## config.mk

```make
export PLATFORM = sky130hd
export DESIGN_NAME = sram_port_arbiter
export DESIGN_NICKNAME = d
export VERILOG_FILES = /design/src/rtl/sram_port_arbiter.sv
export SDC_FILE = /design/constraint.sdc
export NUM_CORES = 1
export LEC_CHECK = 0
export CAP_MARGIN = 20
export CORE_AREA = 2 2 109 111
export DETAILED_ROUTE_END_ITERATION = 8
export DIE_AREA = 0 0 111 113
export GPL_ROUTABILITY_DRIVEN = 1
export GPL_TIMING_DRIVEN = 0
export PLACE_DENSITY_LB_ADDON = 0.05
export SLEW_MARGIN = 20
export SYNTH_ARGS = -nofsm -noshare
export SYNTH_HDL_FRONTEND = slang
export SYNTH_SLANG_ARGS = --single-unit
```

## constraint.sdc

```tcl
create_clock -name clk -period 1.5 [get_ports clk]
set_input_delay 0.15 -clock clk [delete_from_list [all_inputs] [get_ports clk]]
set_output_delay 0.15 -clock clk [all_outputs]
set_load 0.02 [all_outputs]
```

## src/rtl/sram_port_arbiter.sv

```systemverilog
// Shares one SRAM-like memory port between the fetch (inst) and memory-stage (data) requesters.
// Responses come back in order; a small FIFO of owner IDs steers each one to its requester.
module sram_port_arbiter #(
    parameter int MAX_OUT = 2,
    parameter int AW      = 32,
    parameter int DW      = 32
) (
    input  logic                         clk,
    input  logic                         resetn,
    input  logic                         inst_req,
    input  logic [AW-1:0]                inst_addr,
    output logic                         inst_addr_ok,
    output logic                         inst_data_ok,
    output logic [DW-1:0]                inst_rdata,
    input  logic                         data_req,
    input  logic                         data_wr,
    input  logic [DW/8-1:0]              data_wstrb,
    input  logic [AW-1:0]                data_addr,
    input  logic [DW-1:0]                data_wdata,
    output logic                         data_addr_ok,
    output logic                         data_data_ok,
    output logic [DW-1:0]                data_rdata,
    output logic                         mem_req,
    output logic                         mem_wr,
    output logic [DW/8-1:0]              mem_wstrb,
    output logic [AW-1:0]                mem_addr,
    output logic [DW-1:0]                mem_wdata,
    input  logic                         mem_addr_ok,
    input  logic                         mem_data_ok,
    input  logic [DW-1:0]                mem_rdata,
    output logic [1:0]                   dbg_state,
    output logic [$clog2(MAX_OUT+1)-1:0] dbg_cnt
);

    localparam int CW = $clog2(MAX_OUT + 1);
    localparam int PW = (MAX_OUT > 1) ? $clog2(MAX_OUT) : 1;

    typedef enum logic [1:0] {
        ST_IDLE      = 2'd0,
        ST_LOCK_INST = 2'd1,
        ST_LOCK_DATA = 2'd2
    } state_t;

    state_t             state;
    logic [CW-1:0]      cnt;
    logic [PW-1:0]      wr_ptr;
    logic [PW-1:0]      rd_ptr;
    logic [MAX_OUT-1:0] ids;

    logic owner_data;
    logic owner_req;
    logic full;
    logic push;
    logic pop;
    logic head;

    function automatic logic [PW-1:0] ptr_inc(input logic [PW-1:0] p);
        return (p == PW'(MAX_OUT - 1)) ? '0 : p + PW'(1);
    endfunction

    // A stalled address phase pins the owner so the address stays stable until accepted.
    assign owner_data = (state == ST_IDLE) ? data_req : (state == ST_LOCK_DATA);
    assign owner_req  = owner_data ? data_req : inst_req;
    assign full       = (cnt == CW'(MAX_OUT));

    assign mem_req   = resetn && owner_req && !full;
    assign mem_wr    = owner_data ? data_wr    : 1'b0;
    assign mem_wstrb = owner_data ? data_wstrb : '0;
    assign mem_addr  = owner_data ? data_addr  : inst_addr;
    assign mem_wdata = owner_data ? data_wdata : '0;

    assign push = mem_req && mem_addr_ok;
    assign pop  = mem_data_ok && (cnt != '0);
    assign head = ids[rd_ptr];

    assign inst_addr_ok = push && !owner_data;
    assign data_addr_ok = push && owner_data;
    assign inst_data_ok = pop && !head;
    assign data_data_ok = pop && head;
    assign inst_rdata   = mem_rdata;
    assign data_rdata   = mem_rdata;

    assign dbg_state = state;
    assign dbg_cnt   = cnt;

    always_ff @(posedge clk or negedge resetn) begin
        if (!resetn) begin
            state <= ST_IDLE;
        end else if (mem_req) begin
            if (mem_addr_ok) begin
                state <= ST_IDLE;
            end else begin
                state <= owner_data ? ST_LOCK_DATA : ST_LOCK_INST;
            end
        end else if (!owner_req) begin
            // Locked owner withdrew its request: release rather than wait forever.
            state <= ST_IDLE;
        end
    end

    always_ff @(posedge clk or negedge resetn) begin
        if (!resetn) begin
            ids    <= '0;
            wr_ptr <= '0;
            rd_ptr <= '0;
            cnt    <= '0;
        end else begin
            if (push) begin
                ids[wr_ptr] <= owner_data;
                wr_ptr      <= ptr_inc(wr_ptr);
            end
            if (pop) begin
                rd_ptr <= ptr_inc(rd_ptr);
            end
            case ({push, pop})
                2'b10:   cnt <= cnt + CW'(1);
                2'b01:   cnt <= cnt - CW'(1);
                default: cnt <= cnt;
            endcase
        end
    end

endmodule
```

; ---- Yosys cells after proc, flatten, opt, wreduce, memory -nomap -nowiden
; Index checks and enable logic that the tools add are counted.
[word_totals]
regBits = 8
output_inout_bits = 142
wordCells = 50
[op_classes]
n_eq_ne = 5
muxes = 18
n_reduce_logical = 15
n_addsub = 4
order_cmp = 3
[op_table]
columns = operator, n
row1 = 32-bit 2-to-1 mux, 2
row2 = 1-bit logical AND, 9
row3 = 1-bit 2-to-1 mux, 8
row4 = 2-bit 2-to-1 mux, 4
row5 = 2-bit == test (second input constant), 3
row6 = 1-bit by 2-bit < comparator with 1-bit output (second input constant), 2
row7 = 4-bit 2-to-1 mux, 1
row8 = 2-bit one-hot mux with 2 select lines, 1
row9 = 2-bit nonzero test, 2
row10 = 1-bit logical NOT, 3
row11 = 1-bit adder (second input constant), 2
row12 = 2-bit by 1-bit adder with 2-bit output (second input constant), 1
row13 = 2-bit bitwise mux, 1
row14 = 2-bit by 1-bit == test with 1-bit output (second input constant), 1
row15 = 2-bit logical NOT, 1
row16 = 2-bit inequality test (second input constant), 1
row17 = 2-bit by 1-bit subtractor with 2-bit output (second input constant), 1
row18 = 1-bit demux with 1-bit select, 1
row19 = 1-bit greater-or-equal comparator (second input constant), 1

; ---- Depth between registers and ports, before layout
[depth]
ltp_word = 8
ltp_mapped = 7
mapped_depth_nobuf = 7

; ---- Worst setup path after synthesis
; No wires, ideal clock.
[synth_timing]
path_kind = register to register
from = reg state[0] (netlist: dbg_state[0])
to = reg cnt[1] (netlist: dbg_cnt[1])
t_arrival_ns = 1.682
path_slack_ns = -0.262
path_stages_with_launch = 7
required_ns = 1.420
setup_ns = 0.080
period_less_slack_ns = 1.762
n_path_buf = 0
cell_sequence = dfrtp_1 -> nand2b_1 -> a2bb2oi_2 -> or3_4 -> ha_1 -> nor2_1 -> xnor2_1
[synth_via]
elab_chain_cells = 8
word_cells_on_any_way = 11
[synth_rtl]
columns = element, line_no
row1 = "start, declared", 44  ; state_t state;
row2 = "start signal, assigned", 93  ; state <= owner_data ? ST_LOCK_DATA : ST_LOCK_INST;
row3 = 2-bit == test or 2-bit logical NOT (tied branches), 62  ; assign owner_data = (state == ST_IDLE) ? data_req : (state == ST_LOCK_DATA);
row4 = 1-bit 2-to-1 mux (*), 62
row5 = 1-bit 2-to-1 mux (*), 63  ; assign owner_req = owner_data ? data_req : inst_req;
row6 = 1-bit logical AND (*) (2 in a row), 66  ; assign mem_req = resetn && owner_req && !full;
row7 = 1-bit logical AND (*), 72  ; assign push = mem_req && mem_addr_ok;
row8 = 2-bit by 1-bit == test with 1-bit output or 2-bit == test (tied branches), 115  ; case ({push, pop})
row9 = 2-bit one-hot mux with 2 select lines or 2-bit nonzero test (tied branches), --
row10 = "end signal, assigned", 116  ; 2'b10: cnt <= cnt + CW'(1);
row11 = "end signal, assigned", 117  ; 2'b01: cnt <= cnt - CW'(1);
row12 = "end signal, assigned", 118  ; default: cnt <= cnt;
row13 = "end, declared", 45  ; logic [CW-1:0] cnt;
; Every way passes the cells marked *; elsewhere a longest branch is shown, timed or not.
; A chain may end at the register's enable or synchronous reset.

; ---- Worst setup path after layout
[layout_timing]
from = reg state[1] (netlist: dbg_state[1])
to = out mem_wdata[3]
[layout_via]
elab_chain_cells = 3
word_cells_on_any_way = 4
[layout_rtl]
columns = element, line_no
row1 = 2-bit == test or 2-bit logical NOT (tied branches), 62
row2 = 1-bit 2-to-1 mux (*), 62
row3 = 32-bit 2-to-1 mux (*), 70  ; assign mem_wdata = owner_data ? data_wdata : '0;
row4 = "end, declared", 27  ; output logic [DW-1:0] mem_wdata,
; Marks and branches as above.

==> report_table.html <==
<table>
<tr><th>Metric</th><th>Value</th></tr>
<tr><th colspan="2">Place</th></tr>
<tr><td>DPL Wire Length</td><td>7630 um</td></tr>
<tr><td>Count of input and output buffers</td><td>248</td></tr>
<tr><td>Setup Slack @ Placement</td><td>-0.934 ns</td></tr>
<tr><td>Placer congestion estimate</td><td>0.790</td></tr>
<tr><th colspan="2">Synthesis</th></tr>
<tr><td>Gate count of the mapped netlist</td><td>184</td></tr>
<tr><td>Sequential fraction of the synthesis area</td><td>12.8%</td></tr>
<tr><td>Largest family of logic cells by synthesized area</td><td>buffers and inverters</td></tr>
<tr><td>Cell area after synthesis</td><td>1570 um2</td></tr>
<tr><td>Yosys synthesis warning count</td><td>0</td></tr>
<tr><td>Net count after synthesis</td><td>324</td></tr>
<tr><td>Fraction of the mapped netlist area in adder cells</td><td>0.799%</td></tr>
<tr><td>Number of register bits inferred by synthesis</td><td>8</td></tr>
<tr><td>Post-synthesis cell type count</td><td>26</td></tr>
<tr><td>Syn Area/Cell</td><td>8.51 um2</td></tr>
<tr><td>Parity-gate share of the synthesized area counting xor and xnor cells</td><td>3.27%</td></tr>
<tr><td>Multiplexer share of the synthesized area</td><td>25.1%</td></tr>
<tr><td>Compound-Gate Fraction of Synth Area</td><td>2.96%</td></tr>
<tr><td>Fraction of the mapped netlist area in simple logic gates</td><td>20.8%</td></tr>
<tr><th colspan="2">Power and ir drop</th></tr>
<tr><td>Part of the total power dissipated in sequential elements</td><td>9.8%</td></tr>
<tr><td>Sw Ratio</td><td>38.5%</td></tr>
<tr><td>Clock network fraction of total power</td><td>9.6%</td></tr>
<tr><td>Peak supply drop</td><td>370 uV</td></tr>
<tr><td>Net switching power of the design</td><td>1.78 mW</td></tr>
<tr><td>Internal power contribution</td><td>2.85 mW</td></tr>
<tr><td>Post-layout power</td><td>4.63 mW</td></tr>
<tr><td>Leakage</td><td>2.27 nW</td></tr>
<tr><td>Cell Pwr Density</td><td>941 nW/um2</td></tr>
<tr><td>Combinational share of power</td><td>80.6%</td></tr>
<tr><th colspan="2">Timing</th></tr>
<tr><td>Total Neg Setup Slack</td><td>-16.28 ns</td></tr>
<tr><td>Relative slew margins</td><td>70.9%</td></tr>
<tr><td>Final number of setup-violating endpoints</td><td>74</td></tr>
<tr><td>Measured slew at the worst slew-check pin</td><td>0.435 ns</td></tr>
<tr><td>Time the final worst path needs with I/O delays and setup</td><td>1.83 ns</td></tr>
<tr><td>Max Transition Viols Final</td><td>0</td></tr>
<tr><td>Unrepaired setup endpoints after global routing</td><td>yes</td></tr>
<tr><td>Achievable frequency</td><td>545 MHz</td></tr>
<tr><td>Fin worst setup slack</td><td>-0.335 ns</td></tr>
<tr><td>Worst clock skew on the final layout</td><td>0.00188 ns</td></tr>
<tr><td>Final hold vios</td><td>0</td></tr>
<tr><td>Share of the cycle needed by the critical path after routing</td><td>122%</td></tr>
<tr><th colspan="2">Clock tree</th></tr>
<tr><td>Cell chosen for the clock root</td><td>sky130_fd_sc_hd__clkbuf_16</td></tr>
<tr><td>Num Clock Sinks</td><td>8</td></tr>
<tr><td>Insertion delay of the later-clocked pin in the worst-skew pair</td><td>0.23 ns</td></tr>
<tr><td>TritonCTS clock tree</td><td>yes</td></tr>
<tr><td>H-tree lvl count</td><td>1</td></tr>
<tr><td>Clock slew seen by the registers of the worst setup and hold paths</td><td>0.04 ns</td></tr>
<tr><td>Clock Tree Buf Depth</td><td>2</td></tr>
<tr><td>CTS Buf Count</td><td>3</td></tr>
<tr><th colspan="2">GRT</th></tr>
<tr><td>Via count of the first global-routing pass</td><td>2409</td></tr>
<tr><td>Overflow left after global routing</td><td>0</td></tr>
<tr><td>Wire length of the first global-routing pass</td><td>13100 um</td></tr>
<tr><td>Total routing resource utilization after global routing</td><td>13.4%</td></tr>
<tr><td>Largest net degree at the start of global routing</td><td>11</td></tr>
<tr><td>Number of antenna violations at the first check in global routing</td><td>0</td></tr>
<tr><th colspan="2">Run status</th></tr>
<tr><td>Outcome</td><td>complete, but fails checks</td></tr>
<tr><td>Failing checks</td><td>setup timing</td></tr>
<tr><th colspan="2">Routing</th></tr>
<tr><td>Number of design rule violations left after detail routing</td><td>0</td></tr>
<tr><td>First-pass DRT Iterations</td><td>3</td></tr>
<tr><td>Initial detailed-routing violation count</td><td>59</td></tr>
<tr><td>Post-detailed-route count of antenna-violating nets</td><td>0</td></tr>
<tr><td>Routed wire length</td><td>9110 um</td></tr>
<tr><td>Total number of vias</td><td>2266</td></tr>
<tr><td>DR WL/cell</td><td>15.0 um</td></tr>
<tr><td>Per-cell via count in the routed design</td><td>3.74</td></tr>
<tr><th colspan="2">Floorplanning</th></tr>
<tr><td>Total number of placement rows</td><td>39</td></tr>
<tr><td>Core area</td><td>11300 um2</td></tr>
<tr><td>Die Y-Extent</td><td>113 um</td></tr>
<tr><td>Initial Util</td><td>13.9%</td></tr>
<tr><td>Boundary pin count</td><td>281</td></tr>
<tr><td>Die Wd</td><td>111 um</td></tr>
<tr><td>Floorplan die area</td><td>12500 um2</td></tr>
<tr><th colspan="2">Worst setup path</th></tr>
<tr><td>Setup slack, reg-to-reg</td><td>-0.25 ns</td></tr>
<tr><td>Kind of end point of the critical path</td><td>output pin</td></tr>
<tr><td>Crit-path max FO</td><td>5</td></tr>
<tr><td>Critical path arrival</td><td>1.68 ns</td></tr>
<tr><td>CP Class</td><td>flop to output pin</td></tr>
<tr><td>Critical path launch point type</td><td>flop</td></tr>
<tr><td>Required time of the critical path</td><td>1.35 ns</td></tr>
<tr><th colspan="2">Cells and area</th></tr>
<tr><td>Most common cell after layout, fill and taps aside</td><td>sky130_fd_sc_hd__clkdlybuf4s50_1</td></tr>
<tr><td>Nets@finish</td><td>605</td></tr>
<tr><td>Proportion of layout cells with a drive suffix above 1</td><td>54.2%</td></tr>
<tr><td>Fin util</td><td>43.7%</td></tr>
<tr><td>Final-layout fill cell count</td><td>1112</td></tr>
<tr><td>Post-synthesis to final-layout area growth</td><td>214%</td></tr>
<tr><td>Highest-count cells in the layout ignoring fill and taps</td><td>sky130_fd_sc_hd__clkdlybuf4s50_1 (169), sky130_fd_sc_hd__buf_4 (85), sky130_fd_sc_hd__buf_6 (61), sky130_fd_sc_hd__and2_4 (23), sky130_fd_sc_hd__mux2_4 (20)</td></tr>
<tr><td>Diodes inserted</td><td>0</td></tr>
<tr><th colspan="2">Flow run</th></tr>
<tr><td>Max-cap check violation count</td><td>0</td></tr>
<tr><th colspan="2">Min path</th></tr>
<tr><td>Worst hold-check path type</td><td>flop to flop</td></tr>
</table>
-- state kept, by name (all words and copies together), names as in the netlist --
register   flops
dbg_cnt        2
dbg_state      2
ids            2
rd_ptr         1
wr_ptr         1
-- logic make-up after synthesis --
logic type	Yosys count
compound gates	5
mux	35
simple gates	54
flops	8
xor+xnor	5
fa+ha+maj	1
buf+inv	76
-- layer usage --
metal / part of all wire [%] / global-route usage (%) / vias up / wire, um
met2: 56 / 27.6 / 165 / 5140
met5: 0 / 0 / - / 0
met3: 8.9 / 3.16 / 2 / 812
met4: 0.30 / 2.00 / 0 / 27
li1: - / - / 1092 / -
met1: 34 / 13.9 / 1007 / 3130
-- cells in the mapped netlist --
cell / number / area [um2]
sky130_fd_sc_hd__buf_4: 66 / 495
sky130_fd_sc_hd__and2_1: 37 / 231
sky130_fd_sc_hd__mux2_2: 33 / 372
sky130_fd_sc_hd__dfrtp_1: 8 / 200
sky130_fd_sc_hd__nor2_1: 6 / 22.5
sky130_fd_sc_hd__inv_1: 4 / 15.0
sky130_fd_sc_hd__xnor2_1: 4 / 35.0
sky130_fd_sc_hd__buf_2: 3 / 15.0
sky130_fd_sc_hd__clkbuf_1: 3 / 11.3
sky130_fd_sc_hd__nand2_1: 3 / 11.3
sky130_fd_sc_hd__a21oi_1: 2 / 10.0
sky130_fd_sc_hd__a2bb2oi_2: 1 / 15.0
sky130_fd_sc_hd__ha_1: 1 / 12.5
sky130_fd_sc_hd__mux2_1: 1 / 11.3
sky130_fd_sc_hd__mux2i_1: 1 / 10.0
sky130_fd_sc_hd__nand2b_1: 1 / 6.26
sky130_fd_sc_hd__nand3b_1: 1 / 7.51
sky130_fd_sc_hd__nor2b_1: 1 / 6.26
sky130_fd_sc_hd__nor3_1: 1 / 5.00
sky130_fd_sc_hd__nor4_1: 1 / 6.26
sky130_fd_sc_hd__nor4_2: 1 / 12.5
sky130_fd_sc_hd__o21ai_0: 1 / 5.00
sky130_fd_sc_hd__o21ai_4: 1 / 16.3
sky130_fd_sc_hd__or3_1: 1 / 6.26
sky130_fd_sc_hd__or3_4: 1 / 11.3
sky130_fd_sc_hd__xnor2_2: 1 / 16.3
-- repair_timing --
action                                  in CTS  in global routing
endpoints found under the hold margin        8                  0
endpoints found under the setup margin      80                 80
pin swaps                                   19                 12
hold buffers                                 1                  0
setup buffers                               17                  7
resized for setup                          494                 18
gates cloned                                 5                  0
-- area by class of cell --
type	instances	area, um2	area share (%)
timing repair buffer	276	2780	56.5
multi-input combinational	100	1080	21.9
buffer	72	593	12.0
sequential	8	204	4.14
tap	143	179	3.63
clock buffer	3	75.1	1.52
inverter	4	15.0	0.305
-- metrics by stage --
step,cell area (um2),hold slack [ns],std cells
after floorplan,1600,-0.146,184
after global placement,4260,0.471,575
after detailed placement,4260,0.478,575
after CTS,4850,0.467,601
after global routing,4930,0.496,606
final,4930,0.495,606
-- critical path, cell delays in order (launching register included) --
cell and delay, ns:
sky130_fd_sc_hd__dfrtp_2 0.42, sky130_fd_sc_hd__nor2_4 0.13, sky130_fd_sc_hd__nor2_4 0.05, sky130_fd_sc_hd__buf_8 0.14
sky130_fd_sc_hd__buf_4 0.14, sky130_fd_sc_hd__buf_12 0.12, sky130_fd_sc_hd__buf_8 0.11, sky130_fd_sc_hd__buf_6 0.10
sky130_fd_sc_hd__and2_4 0.12, sky130_fd_sc_hd__buf_6 0.12
-- final timing paths --
| path | from | to | depth (start not counted) |
|---|---|---|---|
| setup / recovery | dbg_state[1] | mem_wdata[3] | 9 |
| hold / removal | rd_ptr | rd_ptr | 1 |
| setup reg to reg | dbg_state[1] | dbg_cnt[1] | 8 |
| hold reg to reg | rd_ptr | rd_ptr | 1 |
| max in group asynchronous | resetn | dbg_state[0] | 2 |
| min in group asynchronous | resetn | wr_ptr | 2 |
-- power groups by stage --
stage          clock [mW]  sequential, mW  combinational [mW]
2_1_floorplan           0           0.460                1.51
3_3_place_gp            0           0.429                2.95
3_5_place_dp            0           0.431                2.95
4_1_cts             0.457           0.452                3.71
5_1_grt             0.471           0.474                3.96
6_report            0.446           0.455                3.73
Power figures use the tool's default switching activity.
